`src/rtl/de2i_150_qsys_memory_stream_reader.sv`:
```
// Avalon-MM read master that streams a contiguous block of on-chip memory words
// out of a ready/valid Avalon-ST source, one packet per start command.
module de2i_150_qsys_memory_stream_reader #(
  parameter int ADDR_WIDTH = 14,
  parameter int DATA_WIDTH = 64,
  parameter int FIFO_DEPTH = 4
) (
  input  logic                    clk,
  input  logic                    reset,
  input  logic                    start,
  input  logic [ADDR_WIDTH-1:0]   base_address,
  input  logic [ADDR_WIDTH:0]     word_count,
  output logic                    busy,
  output logic                    done,
  output logic [ADDR_WIDTH-1:0]   m_address,
  output logic                    m_chipselect,
  output logic                    m_write,
  output logic [DATA_WIDTH/8-1:0] m_byteenable,
  output logic [DATA_WIDTH-1:0]   m_writedata,
  output logic                    m_clken,
  input  logic [DATA_WIDTH-1:0]   m_readdata,
  output logic [DATA_WIDTH-1:0]   st_data,
  output logic                    st_valid,
  input  logic                    st_ready,
  output logic                    st_startofpacket,
  output logic                    st_endofpacket
);

  localparam int PTR_WIDTH  = $clog2(FIFO_DEPTH);
  localparam int CNT_WIDTH  = ADDR_WIDTH + 1;
  localparam int CRED_WIDTH = PTR_WIDTH + 2;

  typedef enum logic [1:0] {IDLE, RUN, DRAIN} state_t;

  state_t                state, state_next;
  logic [ADDR_WIDTH-1:0] base_q;
  logic [CNT_WIDTH-1:0]  count_q, issued_q, delivered_q, last_index;
  logic                  inflight_q, done_q;
  logic [DATA_WIDTH-1:0] fifo_mem [FIFO_DEPTH];
  logic [PTR_WIDTH-1:0]  wr_ptr, rd_ptr;
  logic [PTR_WIDTH:0]    fifo_count;
  logic [CRED_WIDTH-1:0] credit_used;

  logic accept, issue, fifo_empty, pop, push, fifo_pop, last_pop;

  assign m_write      = 1'b0;
  assign m_byteenable = '1;
  assign m_writedata  = '0;
  assign m_clken      = 1'b1;

  assign busy         = (state != IDLE);
  assign done         = done_q;
  assign m_chipselect = issue;
  assign m_address    = base_q + issued_q[ADDR_WIDTH-1:0];

  assign accept      = (state == IDLE) && start;
  assign last_index  = count_q - CNT_WIDTH'(1);
  assign credit_used = CRED_WIDTH'(fifo_count) + CRED_WIDTH'(inflight_q);

  // With the buffer empty, the word returning from memory is presented directly
  // so that an unstalled stream keeps one word per cycle with a 2-cycle latency.
  assign fifo_empty = (fifo_count == '0);
  assign st_valid   = !fifo_empty || inflight_q;
  assign st_data    = !fifo_empty ? fifo_mem[rd_ptr] : (inflight_q ? m_readdata : '0);
  assign pop        = st_valid && st_ready;
  assign fifo_pop   = pop && !fifo_empty;
  assign push       = inflight_q && !(fifo_empty && pop);

  assign st_startofpacket = st_valid && (delivered_q == '0);
  assign st_endofpacket   = st_valid && (delivered_q == last_index);
  assign last_pop         = pop && st_endofpacket;

  always_comb begin
    // NOTE: every combinational output gets a default first, so no path leaves a latch.
    state_next = state;
    issue      = 1'b0;
    unique case (state)
      IDLE: if (start && word_count != '0) state_next = RUN;
      RUN: begin
        issue = (issued_q < count_q) && (credit_used < CRED_WIDTH'(FIFO_DEPTH));
        if (issue && issued_q == last_index) state_next = DRAIN;
      end
      DRAIN: if (last_pop) state_next = IDLE;
      default: state_next = IDLE;
    endcase
  end

  // NOTE: sequential state uses non-blocking assignments only, so every register
  // samples the pre-edge value of every other register.
  always_ff @(posedge clk) begin
    if (reset) begin
      state       <= IDLE;
      base_q      <= '0;
      count_q     <= '0;
      issued_q    <= '0;
      delivered_q <= '0;
      inflight_q  <= 1'b0;
      done_q      <= 1'b0;
      wr_ptr      <= '0;
      rd_ptr      <= '0;
      fifo_count  <= '0;
    end else begin
      state      <= state_next;
      inflight_q <= issue;
      done_q     <= (accept && word_count == '0) || (state == DRAIN && last_pop);

      if (accept) begin
        base_q      <= base_address;
        count_q     <= word_count;
        issued_q    <= '0;
        delivered_q <= '0;
      end else begin
        if (issue) issued_q <= issued_q + CNT_WIDTH'(1);
        if (pop)   delivered_q <= delivered_q + CNT_WIDTH'(1);
      end

      if (push)     wr_ptr <= wr_ptr + PTR_WIDTH'(1);
      if (fifo_pop) rd_ptr <= rd_ptr + PTR_WIDTH'(1);
      if (push && !fifo_pop)      fifo_count <= fifo_count + (PTR_WIDTH+1)'(1);
      else if (!push && fifo_pop) fifo_count <= fifo_count - (PTR_WIDTH+1)'(1);
    end
  end

  // NOTE: the buffer storage has no reset; occupancy is tracked by the reset
  // pointers and count, so stale contents are never presented.
  always_ff @(posedge clk) begin
    if (push) fifo_mem[wr_ptr] <= m_readdata;
  end

endmodule

```
`config.mk`:
```
export PLATFORM = sky130hd
export DESIGN_NAME = de2i_150_qsys_memory_stream_reader
export DESIGN_NICKNAME = d
export VERILOG_FILES = /design/src/rtl/de2i_150_qsys_memory_stream_reader.sv
export SDC_FILE = /design/constraint.sdc
export NUM_CORES = 1
export LEC_CHECK = 0
export ABC_CLOCK_PERIOD_IN_PS = 6350
export CAP_MARGIN = 20
export CORE_ASPECT_RATIO = 0.7
export CORE_UTILIZATION = 58
export CTS_CLUSTER_SIZE = 20
export DETAILED_ROUTE_END_ITERATION = 7
export GPL_TIMING_DRIVEN = 0
export MAX_ROUTING_LAYER = met4
export PLACE_DENSITY = 0.84
export SETUP_SLACK_MARGIN = 0.3
export SYNTH_ARGS = -nofsm -noshare
export SYNTH_HDL_FRONTEND = slang
export SYNTH_SLANG_ARGS = --single-unit
```
`constraint.sdc`:
```
create_clock -name clk -period 6.35 [get_ports clk]
set_clock_uncertainty 0.15 [all_clocks]
set_input_delay 1.905 -clock clk [delete_from_list [all_inputs] [get_ports clk]]
set_output_delay 1.905 -clock clk [all_outputs]
set_load 0.05 [all_outputs]
```
# == Yosys cells after proc, flatten, opt, wreduce, memory -nomap -nowiden ==
# Memory sizes are Yosys's and may differ from the RTL's. A register that Yosys moved wholly into a read port is not among the register bits.
# Cells that the tools add are included.
# totals
ff_bits,70
mem_bits_rw,256
inputBits,97
output_inout_bits,158
word_cells,72
n_memories,1
# op_classes
n_addsub,9
magnitude_cmp,2
eq_ne,7
n_mux,13
n_reduce_logical,30
# mem_list
memory,depth,word_bits,rd,rd_ports_with_merged_regs,write_ports,line_no,text
fifo_mem,4,64,1,1,1,39,logic [DATA_WIDTH-1:0] fifo_mem [FIFO_DEPTH];
# op_table
op,n
$mux W64,2
$add A15 B1 Y15 const B,2
$eq A15 B15 Y1,2
$logic_not A15 Y1,2
$logic_and A1 B1 Y1,15
$lt A15 B15 Y1,1
$reduce_bool A15 Y1,1
$sub A15 B1 Y15 const B,1
$add A14 B14 Y14,1
$mux W2,5
$mux W3,2
$pmux W2 S3,1
$add A2 B1 Y2 const B,2
$add A3 B1 Y4,1
$logic_not A1 Y1,4
$lt A4 B3 Y1 const B,1
$ne A2 B2 Y1 const B,2
$reduce_bool A2 Y1,2
$add A3 B1 Y3 const B,1
$logic_not A3 Y1,1
$mux W1,3
$reduce_and A3 Y1,1
$sub A3 B1 Y3 const B,1
$eq A2 B1 Y1 const B,1
other kinds (5),6

# == Logic depth before layout (Yosys ltp) ==
# logic_depth
ltp_word,11
mapped_depth,13

# == Worst setup path after synthesis ==
# Ideal clock, no wire load.
# synth_path
kind,register -> output
start,register count_q[0]
end,output st_endofpacket
arrival_time_ns,3.085
t_required_ns,4.295
slack_ns,1.210
stages_incl_launch_ff,10
path_cell_list,dfxtp_1 -> inv_1 -> ha_1 -> clkbuf_1 -> nor3b_2 -> nand4_1 -> and3_1 -> a2111o_1 -> nor3_2 -> nor3b_1
# synth_between
elab_chain_cells,3
# synth_rtl
element,line_no,text
from (decl),37,"logic [CNT_WIDTH-1:0] count_q, issued_q, delivered_q, last_index;"
from (signal assigned),109,count_q <= word_count;
$sub A15 B1 Y15,57,assign last_index = count_q - CNT_WIDTH'(1);
$eq A15 B15 Y1,70,assign st_endofpacket = st_valid && (delivered_q == last_index);
$logic_and A1 B1 Y1,70,
to (decl),26,output logic st_endofpacket
# Every way passes these cells.

# == Worst setup path in the final report ==
# layout_path
start,register issued_q[0]
end,output m_address[12]
# layout_between
elab_chain_cells,1
# layout_rtl
element,line_no,text
from (decl),37,
from (signal assigned),113,if (issue) issued_q <= issued_q + CNT_WIDTH'(1);
$add A14 B14 Y14,54,assign m_address = base_q + issued_q[ADDR_WIDTH-1:0];
to (decl),15,"output logic [ADDR_WIDTH-1:0] m_address,"
# Every way passes these cells.

==> key figures <==
Timing
  • Minimum clock period: 5900 ps
  • Unrepaired setup endpoints after global routing: false
  • Hold Vio Cnt, Final: 0
  • Worst slew pin tran: 914 ps
  • Fmax: 169 MHz
  • Setup TNS: 0 ps
  • Final slew viol count: 0
  • Final setup violating endpoints: 0
  • Rel. slew slack: 0.391
  • Final period utilization: 0.929

GRT
  • Largest net degree at the start of global routing: 62
  • First-pass GRT wire length: between 50 and 60 mm
  • Initial antenna violation count: 1
  • Number of global-route vias before repair: ~11000
  • GRT Residual Overflow: 0
  • GRT Resource Usage Total: 0.287

Critical path
  • FF-to-FF Start: count_q[9]
  • Worst EP arrival: 3850 ps
  • Critical R2R Capture: issued_q[14]
  • Critical path class: reg -> out
  • Critical Path Sink Type: output port
  • Startpoint Class: flop
  • R2r setup slk: 2860 ps
  • Worst EP required: between 4000 and 5000 ps
  • Worst Reg-to-Reg Cells: 13
  • Crit Path Max Fanout: 5

CTS
  • H-tree levels: 1
  • Clock Tree Buf Depth: 3
  • Post-cts hold buffer count: 0
  • Clock transition at path regs: 70 ps
  • CTS sink cnt: 328
  • Clock Latency Late Sink: 550 ps
  • CTS root buffer: clkbuf_16
  • Number of buffers created by CTS: 30
  • CTS tree: yes

Layout
  • Post-layout nets: roughly 1700
  • Fill count: ~1700
  • Share of cells above drive strength 1: 0.133
  • Seq. cell area: 0.00913 mm²
  • Area growth syn-to-layout: 23.7%
  • Area of the multi-input gates: between 0.005 and 0.006 mm²
  • Final core occ: 0.740

Pwr
  • Final Total Pwr: 7.91 mW
  • Lkg Pwr: 7.07 nW
  • Switching power: 3.23 mW
  • VDD IR max: approximately 0.00031 V
  • Internal power: 4.69 mW
  • Comb power frac: 0.447
  • Switching share of total power: 0.408
  • Clk pwr share: 0.245
  • Sequential power share: 0.308
  • PD cells: 410 mW/mm²

Die
  • Initial Utilization: 0.598
  • Area of the die: 0.0276 mm²
  • Number of top-level pins: about 260
  • Horiz. Die Dim: 198 µm
  • Die Height: 139 µm
  • CORE AREA: 0.0261 mm²
  • Rows: 49

Synth
  • Synth top area share: 0.493
  • Ys Warns: 0
  • Syn_area_per_cell: between 10 and 15 µm²
  • #FFs+latches synth: about 330
  • Synth async-reset ratio: 0
  • EDFF count, synth: ~260
  • Ranking of synthesized cells by area: edfxtp_1, dfxtp_1, mux4_2
  • Gate Count Post-Synth: 1272
  • Synthesized cell area: 0.0156 mm²
  • Register area share after synthesis: 0.585
  • Leading area contributor after synthesis: edfxtp_1
  • Synth Flop Type: edfxtp_1
  • Unique masters post-synth: 71

Detailed routing
  • DR pass1 iterations: 5
  • Top layer in use: met4
  • Total routed wirelength: around 38 mm
  • DRC Markers: 0
  • DRT iter0 DRCs: ~1100
  • Met3 WL: 3.66 mm
  • Routed Antenna Nets: 0
  • WL met1: 16.4 mm
  • Drt via density: 5.71
  • Detailed-route wire length per cell: 19.7 µm
  • Via count: between 10000 and 15000
  • Met2 WL: 17.5 mm

Min path
  • Worst Hold Class: reg -> reg
  • WHS Endpoint: base_q[7]
  • HP Start: base_q[7]
  • Worst Hold Depth: 2

Status
  • Outcome: completed

Placement
  • Routability Congestion: 0.955
  • IO Port Bufs: 179
  • DP Wirelength: 26.6 mm

Run
  • Max_cap viols: 0
[metal layers]
layer	vias up	track usage
met5	-	-
met4	0	0.0645
met3	56	0.0484
met2	530	0.431
met1	5409	0.412
li1	5085	-
[per-stage QoR]
stage / instances / hold WS [ps] / setup WS (ps) / area, µm²
CTS: 1940 / 313 / 287 / 19300
floorplan: 1344 / 291 / 1210 / 15900
finish: 1941 / 317 / 448 / 19300
detailed placement: 1884 / 304 / 583 / 18200
global route: 1941 / 333 / 320 / 19300
global placement: 1880 / 301 / 286 / 18100
[cells in the mapped netlist (all sizes together) (6+ instances only)]
cell and count:
clkbuf 53, or3 9, inv 36, nand3 82
a21oi 53, nand2 227, xor2 27, buf 86
nor4 10, ha 36, nand4 16, mux2i 6
dfxtp 72, a31oi 6, and3 9, nor2 56
o21ai 26, mux4 64, xnor2 34, and2 6
edfxtp 256, nor3 23
[sequential cells by signal, summed over array words and instances, names as in the netlist, named ones only]
register     cells
base_q          14
issued_q        15
delivered_q     15
wr_ptr           2
inflight_q       1
fifo_count       3
count_q         15
done             1
rd_ptr           2
fifo_mem       256
state            2
[power by group through the flow]
stage               Combinational (mW)  Sequential, mW  Clock [mW]
floorplan                         2.38            2.47           0
global placement                  3.46            2.48           0
detailed placement                3.51            2.48           0
CTS                               3.54            2.43        1.96
global route                      3.74            2.44        2.03
finish                            3.54            2.44        1.94
[cell usage in the layout (no fill, tap or decap), types with 6 or more instances in the layout]
cell type / count
buf_1: 9
mux4_2: 64
mux2i_1: 6
xor2_1: 27
dfxtp_1: 72
xnor2_1: 34
ha_1: 36
nor4_1: 9
and3_1: 9
buf_4: 75
clkbuf_16: 32
a31oi_1: 6
nor3_1: 20
clkbuf_1: 57
o21ai_0: 25
clkinv_2: 6
inv_1: 36
edfxtp_1: 256
nor2_1: 56
nand2_1: 227
or3_1: 9
conb_1: 74
a21oi_1: 53
nand4_1: 16
nand3_1: 81
clkdlybuf4s50_1: 176
[worst max-delay path, cell delays in order, from the launching register on]
cell	delay, ps
dfxtp_1	460
ha_1	270
inv_1	70
fa_1	400
nor2b_1	140
o21ai_0	130
a21oi_1	330
nor4_1	140
o31ai_1	320
nor4_1	90
nor3_1	230
xor2_1	170
dlygate4sd2_1	560
[cell families (layout without fill, tap and decap cells)]
family,count (synthesis),count (layout),synth area share
and+or+nand+nor,470,470,0.141
DFF,328,328,0.585
buffers and inverters,177,416,0.0612
AOI/OAI and AO/OA,125,125,0.0489
muxes,71,71,0.0970
xor gates and xnor gates,61,61,0.0343
adders and majority gates,38,38,0.0315
other,2,75,0.000482
[layout make-up]
| class | count | share of cell area |
|---|---|---|
| Antenna cell | 1 | 0.000130 |
| Buffer | 139 | 0.0421 |
| Clock buffer | 40 | 0.0452 |
| Clock inverter | 16 | 0.0111 |
| Inverter | 38 | 0.00740 |
| Multi-Input combinational cell | 839 | 0.300 |
| Sequential cell | 328 | 0.473 |
| Tap cell | 357 | 0.0232 |
| Timing Repair Buffer | 183 | 0.0973 |
[timing repair]
item / CTS / global route
setup buffers: 0 / 0
resized for setup: 2 / 4
setup endpoints to repair: 2 / 2
[how the worst max path moves through the flow]
stage                     cells after the start        start               to  slack [ps]
final                                        12  issued_q[0]    m_address[12]         450
after global routing                         12  issued_q[0]    m_address[12]         320
after CTS                                    10   count_q[0]   st_endofpacket         290
after detailed placement                     10   count_q[0]   st_endofpacket         580
after global placement                        3     st_ready  fifo_mem[0][51]         290
after floorplan                               9   count_q[0]   st_endofpacket        1210
Power figures use the tool's default switching activity.
